### config.mk
export PLATFORM = sky130hd
export DESIGN_NAME = serial_adder_n
export DESIGN_NICKNAME = d
export VERILOG_FILES = /design/src/rtl/serial_adder_pkg.sv /design/src/rtl/full_adder_cell.sv /design/src/rtl/serial_adder_n.sv
export SDC_FILE = /design/constraint.sdc
export NUM_CORES = 1
export LEC_CHECK = 0
export ABC_AREA = 0
export BUFFER_PORTS_ARGS = -buffer_cell sky130_fd_sc_hd__buf_2
export CAP_MARGIN = 10
export CORE_MARGIN = 4
export CORE_UTILIZATION = 50
export DETAILED_ROUTE_END_ITERATION = 10
export PLACE_DENSITY = 0.73
export SYNTH_ARGS = -nofsm -noshare
export SYNTH_HDL_FRONTEND = slang
export SYNTH_HIERARCHICAL = 1
export SYNTH_SLANG_ARGS = --single-unit
### constraint.sdc
create_clock -name clk -period 2 [get_ports clk]
set_clock_uncertainty 0.1 [all_clocks]
set_input_delay 0 -clock clk [delete_from_list [all_inputs] [get_ports clk]]
set_output_delay 0 -clock clk [all_outputs]
set_load 0.02 [all_outputs]
### src/rtl/serial_adder_pkg.sv
// serial_adder_pkg: FSM state type, counter-width helper and default parameters for serial_adder_n
package serial_adder_pkg;
  typedef enum logic [1:0] {IDLE, RUN, DONE} state_t;
  localparam int DEF_WIDTH = 8;
  localparam int DEF_DIGIT = 1;
  function automatic int cnt_width(input int k);
    return (k <= 2) ? 1 : $clog2(k);
  endfunction
endpackage

### src/rtl/full_adder_cell.sv
// full_adder_cell: one-bit full adder (a, b, ci -> s, co), purely combinational
module full_adder_cell (
  input  logic a,
  input  logic b,
  input  logic ci,
  output logic s,
  output logic co
);
  assign s  = a ^ b ^ ci;
  assign co = (a & b) | (ci & (a ^ b));
endmodule

### src/rtl/serial_adder_n.sv
// serial_adder_n: digit-serial a+b+cin over WIDTH/DIGIT cycles; in_valid/in_ready operands a,b,cin; out_valid/out_ready results sum,cout,overflow
module serial_adder_n
  import serial_adder_pkg::*;
#(
  parameter int WIDTH = DEF_WIDTH,
  parameter int DIGIT = DEF_DIGIT
) (
  input  logic             clk,
  input  logic             rst,
  input  logic             in_valid,
  output logic             in_ready,
  input  logic [WIDTH-1:0] a,
  input  logic [WIDTH-1:0] b,
  input  logic             cin,
  output logic             out_valid,
  input  logic             out_ready,
  output logic [WIDTH-1:0] sum,
  output logic             cout,
  output logic             overflow
);
  localparam int K  = WIDTH / DIGIT;
  localparam int CW = cnt_width(K);
  state_t           state;
  logic [WIDTH-1:0] a_sr, b_sr;
  logic [CW-1:0]    cnt;
  logic             carry;
  logic [DIGIT-1:0] s;
  logic [DIGIT:0]   c;
  if (WIDTH < 2 || WIDTH % DIGIT != 0) begin : g_bad
    $error("serial_adder_n: WIDTH must be >= 2 and divisible by DIGIT");
  end
  assign c[0] = carry;
  for (genvar i = 0; i < DIGIT; i++) begin : g_cell
    full_adder_cell u_fa (.a(a_sr[i]), .b(b_sr[i]), .ci(c[i]), .s(s[i]), .co(c[i+1]));
  end
  assign in_ready  = state == IDLE && !rst;
  assign out_valid = state == DONE;
  always_ff @(posedge clk or posedge rst) begin
    if (rst) begin
      state    <= IDLE;
      a_sr     <= '0;
      b_sr     <= '0;
      sum      <= '0;
      cnt      <= '0;
      carry    <= 1'b0;
      cout     <= 1'b0;
      overflow <= 1'b0;
    end else begin
      case (state)
        IDLE: if (in_valid) begin
          a_sr  <= a;
          b_sr  <= b;
          carry <= cin;
          cnt   <= '0;
          state <= RUN;
        end
        RUN: begin
          a_sr  <= a_sr >> DIGIT;
          b_sr  <= b_sr >> DIGIT;
          sum   <= (sum >> DIGIT) | (WIDTH'(s) << (WIDTH - DIGIT));
          carry <= c[DIGIT];
          cnt   <= cnt + 1'b1;
          if (cnt == CW'(K - 1)) begin
            cout     <= c[DIGIT];
            overflow <= c[DIGIT-1] ^ c[DIGIT];
            state    <= DONE;
          end
        end
        DONE: if (out_ready) state <= IDLE;
        default: state <= IDLE;
      endcase
    end
  end
endmodule

== After elaboration in Yosys (flattened, before gate mapping) ==
Index checks and enable logic that the tools add are counted.

* Input port bits: 21
* Flip-flop bits (word level): 32
* Output and inout port bits: 12

* Add/subtract/negate cells: 1
* Bitwise operators: 7
* Reduce and logical (&&, ||, !) cells: 7
* Equal/unequal tests: 6
* Multiplexer cells: 12

{| class="wikitable"
|+ Operator list
! operator !! count
|-
| $pmux 8 s2 || 2
|-
| $mux 8 || 2
|-
| $or 7x8->8 || 1
|-
| $mux 2 || 3
|-
| $pmux 2 s3 || 1
|-
| $pmux 3 s2 || 1
|-
| $ne 2x2->1 const B || 2
|-
| $reduce_and 2->1 || 2
|-
| $add 3x1->3 const B || 1
|-
| $eq 3x3->1 const B || 1
|-
| $mux 3 || 1
|-
| $reduce_and 3->1 || 1
|-
| $xor 1x1->1 || 3
|-
| $and 1x1->1 || 2
|-
| $eq 2x1->1 const B || 1
|-
| $eq 2x2->1 const B || 1
|-
| $logic_not 2->1 || 1
|-
| $ne 2x1->1 const B || 1
|-
| $pmux 1 s2 || 1
|-
| $reduce_bool 2->1 || 1
|-
| $logic_and 1x1->1 || 1
|-
| $logic_not 1->1 || 1
|-
| $mux 1 || 1
|-
| $or 1x1->1 || 1
|}

== Logic depth before layout (Yosys ltp) ==
* Word-level depth: 4
* Mapped depth: 4

== Cells and area by module ==
The synthesis kept the hierarchy.

{| class="wikitable"
|+ Modules (own cells, without submodules)
! module !! times used !! cells each !! area each (µm²) !! sequential area each (µm²)
|-
| serial_adder_n || 1 || 131 || 1526.5 || 800.8
|-
| full_adder_cell || 1 || 1 || 20.0 || 0.0
|}

== Least setup slack after synthesis ==
No wires, ideal clock.

* Path kind: reg-to-reg
* From: reg a_sr[0]
* To: reg overflow
* Stages on the path, launching flop included: 4
* Arrival: 1.229 ns
* Library setup time: 0.125 ns
* Setup slack: 0.546 ns
* Required time: 1.775 ns
* Path buffers: 0
* Cell sequence: dfrtp_1 -> fa_1 -> xor2_1 -> mux2_2

* Word-level cells in the longest chain between the ends: 4

{| class="wikitable"
|+ Ends and longest elaborated chain
! element !! RTL line !! source
|-
| start, declared || serial_adder_n.sv:24 || <nowiki>logic [WIDTH-1:0] a_sr, b_sr;</nowiki>
|-
| start signal, assigned || serial_adder_n.sv:58 || <nowiki>a_sr <= a_sr >> DIGIT;</nowiki>
|-
| $xor 1x1->1 || full_adder_cell.sv:10 || <nowiki>assign co = (a & b) | (ci & (a ^ b));</nowiki>
|-
| $and 1x1->1 || full_adder_cell.sv:10 ||
|-
| $or 1x1->1 * || full_adder_cell.sv:10 ||
|-
| via c[1] || serial_adder_n.sv:28 || <nowiki>logic [DIGIT:0] c;</nowiki>
|-
| $xor 1x1->1 * || serial_adder_n.sv:65 || <nowiki>overflow <= c[DIGIT-1] ^ c[DIGIT];</nowiki>
|-
| end signal, assigned || serial_adder_n.sv:65 ||
|-
| end, declared || serial_adder_n.sv:19 || <nowiki>output logic overflow</nowiki>
|}

Mark *: on every way through the listed nets, which the timed path passes. The rest lies on a longest branch.
A chain may end at the register's enable or synchronous reset.

== Worst setup path in the final report ==
* From: reg state[0]
* To: reg sum[6]

* Word-level cells in the longest chain between the ends: 1

{| class="wikitable"
|+ Ends and longest elaborated chain
! element !! RTL line !! source
|-
| start, declared || serial_adder_n.sv:23 || <nowiki>state_t state;</nowiki>
|-
| start signal, assigned || serial_adder_n.sv:40 || <nowiki>state <= IDLE;</nowiki>
|-
| start signal, assigned || serial_adder_n.sv:55 || <nowiki>state <= RUN;</nowiki>
|-
| start signal, assigned || serial_adder_n.sv:66 || <nowiki>state <= DONE;</nowiki>
|-
| $eq 2x1->1 || serial_adder_n.sv:49 || <nowiki>case (state)</nowiki>
|-
| end signal, assigned || serial_adder_n.sv:60 || <nowiki>sum <= (sum >> DIGIT) | (WIDTH'(s) << (WIDTH - DIGIT));</nowiki>
|-
| end, declared || serial_adder_n.sv:17 || <nowiki>output logic [WIDTH-1:0] sum,</nowiki>
|}

No other way between the ends.

==> results.toml <==
[floorplanning]
die_width_um = 63.6
ioPinCount = 33
rows = 19
start_util_pct = 54.2
dieArea_sq_mm = 0.00405
core_sq_mm = 0.00285
die_h_um = 63.6

[clocking]
htreeDepth = 2
cts_tree = "yes"
post_cts_resized = 0
cts_made_buffers = 5
cts_root_buf = "clkbuf_4"
clk_latency_ps = 330
post-cts-setup-buffer-count = 0
cts.sinks = 32
path_clk_slew_ps = 90
clockBufferDepth = 2

[grt]
use_met3_pct = 5.51
antenna_found_initial = 0
grt_busiest_layer = "met2"
grt_pass1_vias = 1208
use_met1_pct = 20.8
overflow = 0
grt_pass1_wl_mm = 5.53
grtUsageMet2_pct = 29.7
grt_max_degree = 34
grt_use_total_pct = 17.7

[sta]
worst_pin_slew_ps = 789
finalSetupViolations = 0
fmaxAchievable_ghz = 0.571
final.setup.tns_ps = 0
slew_headroom_pct = 47.3
slew_violations = 0
finalHoldViolCount = 0
finalCritPeriodShare_pct = 87.6
period_minus_slack_ps = 1750
rsz0062_at_grt = "false"

[layout]
n_antenna_cell = 0
layout.nets = 209
final_util_pct = 69.6
fin_area_sq_mm = 0.00198
fin_cells = 216
drive_above_1_share_pct = 30.8
fillers = 220
area_delta_synth_final_pct = 28.3

[yosys]
yosysMostFrequentCell = "dfrtp_1"
synth_warnings = 6
ys_async_sr_fraction_pct = 100
synth_common_cells = "dfrtp_1 (32), inv_1 (17), nor3b_1 (14)"
netlist_instances = 132
seq_area_frac_synth_pct = 51.8
synth_ff_type = "dfrtp_1"
syn-mean-instance-area_sq_um = 11.7
yosysTopAreaCellShare_pct = 51.8
yosys-top-cells-area = "dfrtp_1 (52%), mux2_2 (8.0%), nor3b_1 (6.8%)"
synth.cell_area_sq_mm = 0.00155
ys_seq_elements = 32
synth_cell_types = 26
synth_edf_count = 0
syn_nets = 156
synth_top_area_cell = "dfrtp_1"

[worst_setup_path]
cp_cell_sequence = "buf_4 -> nor2b_2 -> mux2_2"
cp.arrival_ps = 1880
crit_slowest_cell = "nor2b_2"
timing.rr.start = "state[0]$_DFFE_PP0P_"
path_max_fanout = 33
reg2reg_depth = 3
start_kind = "flip-flop"
cp-startpoint = "state[0]$_DFFE_PP0P_"
endpoint_kind = "flip-flop"
critical-path-max-stage-delay_ps = 510
required_ps = 2130
criticalPathCategory = "flip-flop to flip-flop"

[pwr]
leakage_nw = 0.921
vdd_drop_max_uv = 824
finalPower_w = 0.00282
pwr_density_cell_mw_per_mm2 = 1420

[placement]
placed_cell_area_sq_mm = 0.00173
gp_congestion = 0.744
placedCellCount = 190
portBuffers = 32
hpwl_mm = 2.10

[worst_hold_path]
hold_depth = 3
min-delay-start = "in_valid"
min_path_type = "input port to flip-flop"

[detailed_routing]
via_per_inst = 5.44
drt_iter0_drc = 63
finalWirelength_mm = 3.18
route.detailed.wl_per_inst_um = 14.7
firstDrtPassIters = 4
ant_nets = 0
dr_total_vias = 1176
remaining_drc_errors = 0

[run_status]
status = "complete, no violations"

[flow_run]
cap_violations = 0
==> path summary, 6_finish.rpt <==
path	endpoint	slack [ps]
hold / removal	state[0]$_DFFE_PP0P_	40
min in group asynchronous	a_sr[2]$_DFFE_PP0P_	190
hold reg to reg	a_sr[7]$_DFFE_PP0P_	400
max in group asynchronous	sum[0]$_DFFE_PP0N_	1320
setup / recovery	sum[6]$_DFFE_PP0N_	250
setup reg to reg	sum[6]$_DFFE_PP0N_	250
==> power breakdown <==
part | switching [W] | internal, W
combinational | 0.000671 | 0.000609
clock | 0.000210 | 0.000199
sequential | 0.000176 | 0.000959
total | 0.00106 | 0.00177
==> metrics by stage <==
step           hold WS, ps  worst slack (ps)
3_5_place_dp          16.7               237
2_1_floorplan        -20.5               546
6_report              36.0               248
3_3_place_gp          13.2               282
5_1_grt               41.2               116
4_1_cts               17.9               232
==> kinds of logic after synthesis <==
| group | Yosys count | synth area share (%) |
|---|---|---|
| adders and majority gates | 3 | 2.91 |
| xor gates and xnor gates | 1 | 0.566 |
| muxes | 11 | 8.01 |
| AOI/OAI and AO/OA | 22 | 11.4 |
| DFF | 32 | 51.8 |
| buffers and inverters | 27 | 7.60 |
| and+or+nand+nor | 36 | 17.7 |
==> worst max-delay path: cells and delay by family, from the launching register on <==
| kind | cells | cell delay, ps |
|---|---|---|
| AND/OR/NAND/NOR | 1 | 510 |
| flip-flops | 1 | 350 |
| buffers and inverters | 1 | 280 |
| multiplexers | 1 | 400 |
==> metal layers <==
| metal | wire [um] | vias up |
|---|---|---|
| li1 | - | 575 |
| met1 | 1460 | 572 |
| met2 | 1520 | 23 |
| met3 | 133 | 6 |
| met4 | 56 | 0 |
| met5 | 0 | - |
==> cell type report <==
type	count	area [sq um]	area share [%]
Sequential cell	32	801	40.4
Multi-Input combinational cell	73	628	31.7
Timing Repair Buffer	56	388	19.5
Clock buffer	7	65.1	3.28
Inverter	17	63.8	3.22
Tap cell	31	38.8	1.95
==> sequential cells by signal (all words and copies together), names as in the netlist <==
name and cells:
cout 1, sum 8, b_sr 8, state 2, cnt 3, carry 1
overflow 1, a_sr 8
==> cell usage in the layout, fill, tap and decap left out <==
master / instances
ha_1: 2
nor3_1: 1
a211oi_1: 12
buf_4: 5
dlygate4sd3_1: 19
nor2_1: 1
nand3b_1: 1
a222oi_1: 1
nor3b_1: 14
nand2b_1: 2
xor2_1: 1
dfrtp_1: 32
a22o_1: 2
inv_1: 17
buf_2: 32
or2b_1: 1
fa_1: 1
nor2b_2: 1
a21oi_2: 1
o21ai_0: 1
a221oi_1: 2
clkbuf_4: 5
mux2_2: 11
a32o_1: 2
clkbuf_8: 2
o21bai_1: 1
nor2b_1: 3
nor4b_1: 12
==> repair_timing <==
action                                  4_1_cts  5_1_grt
endpoints found under the setup margin        0        0
hold buffers                                 19        0
endpoints found under the hold margin        50        0
Note: power is estimated with default switching activity, not from simulation.
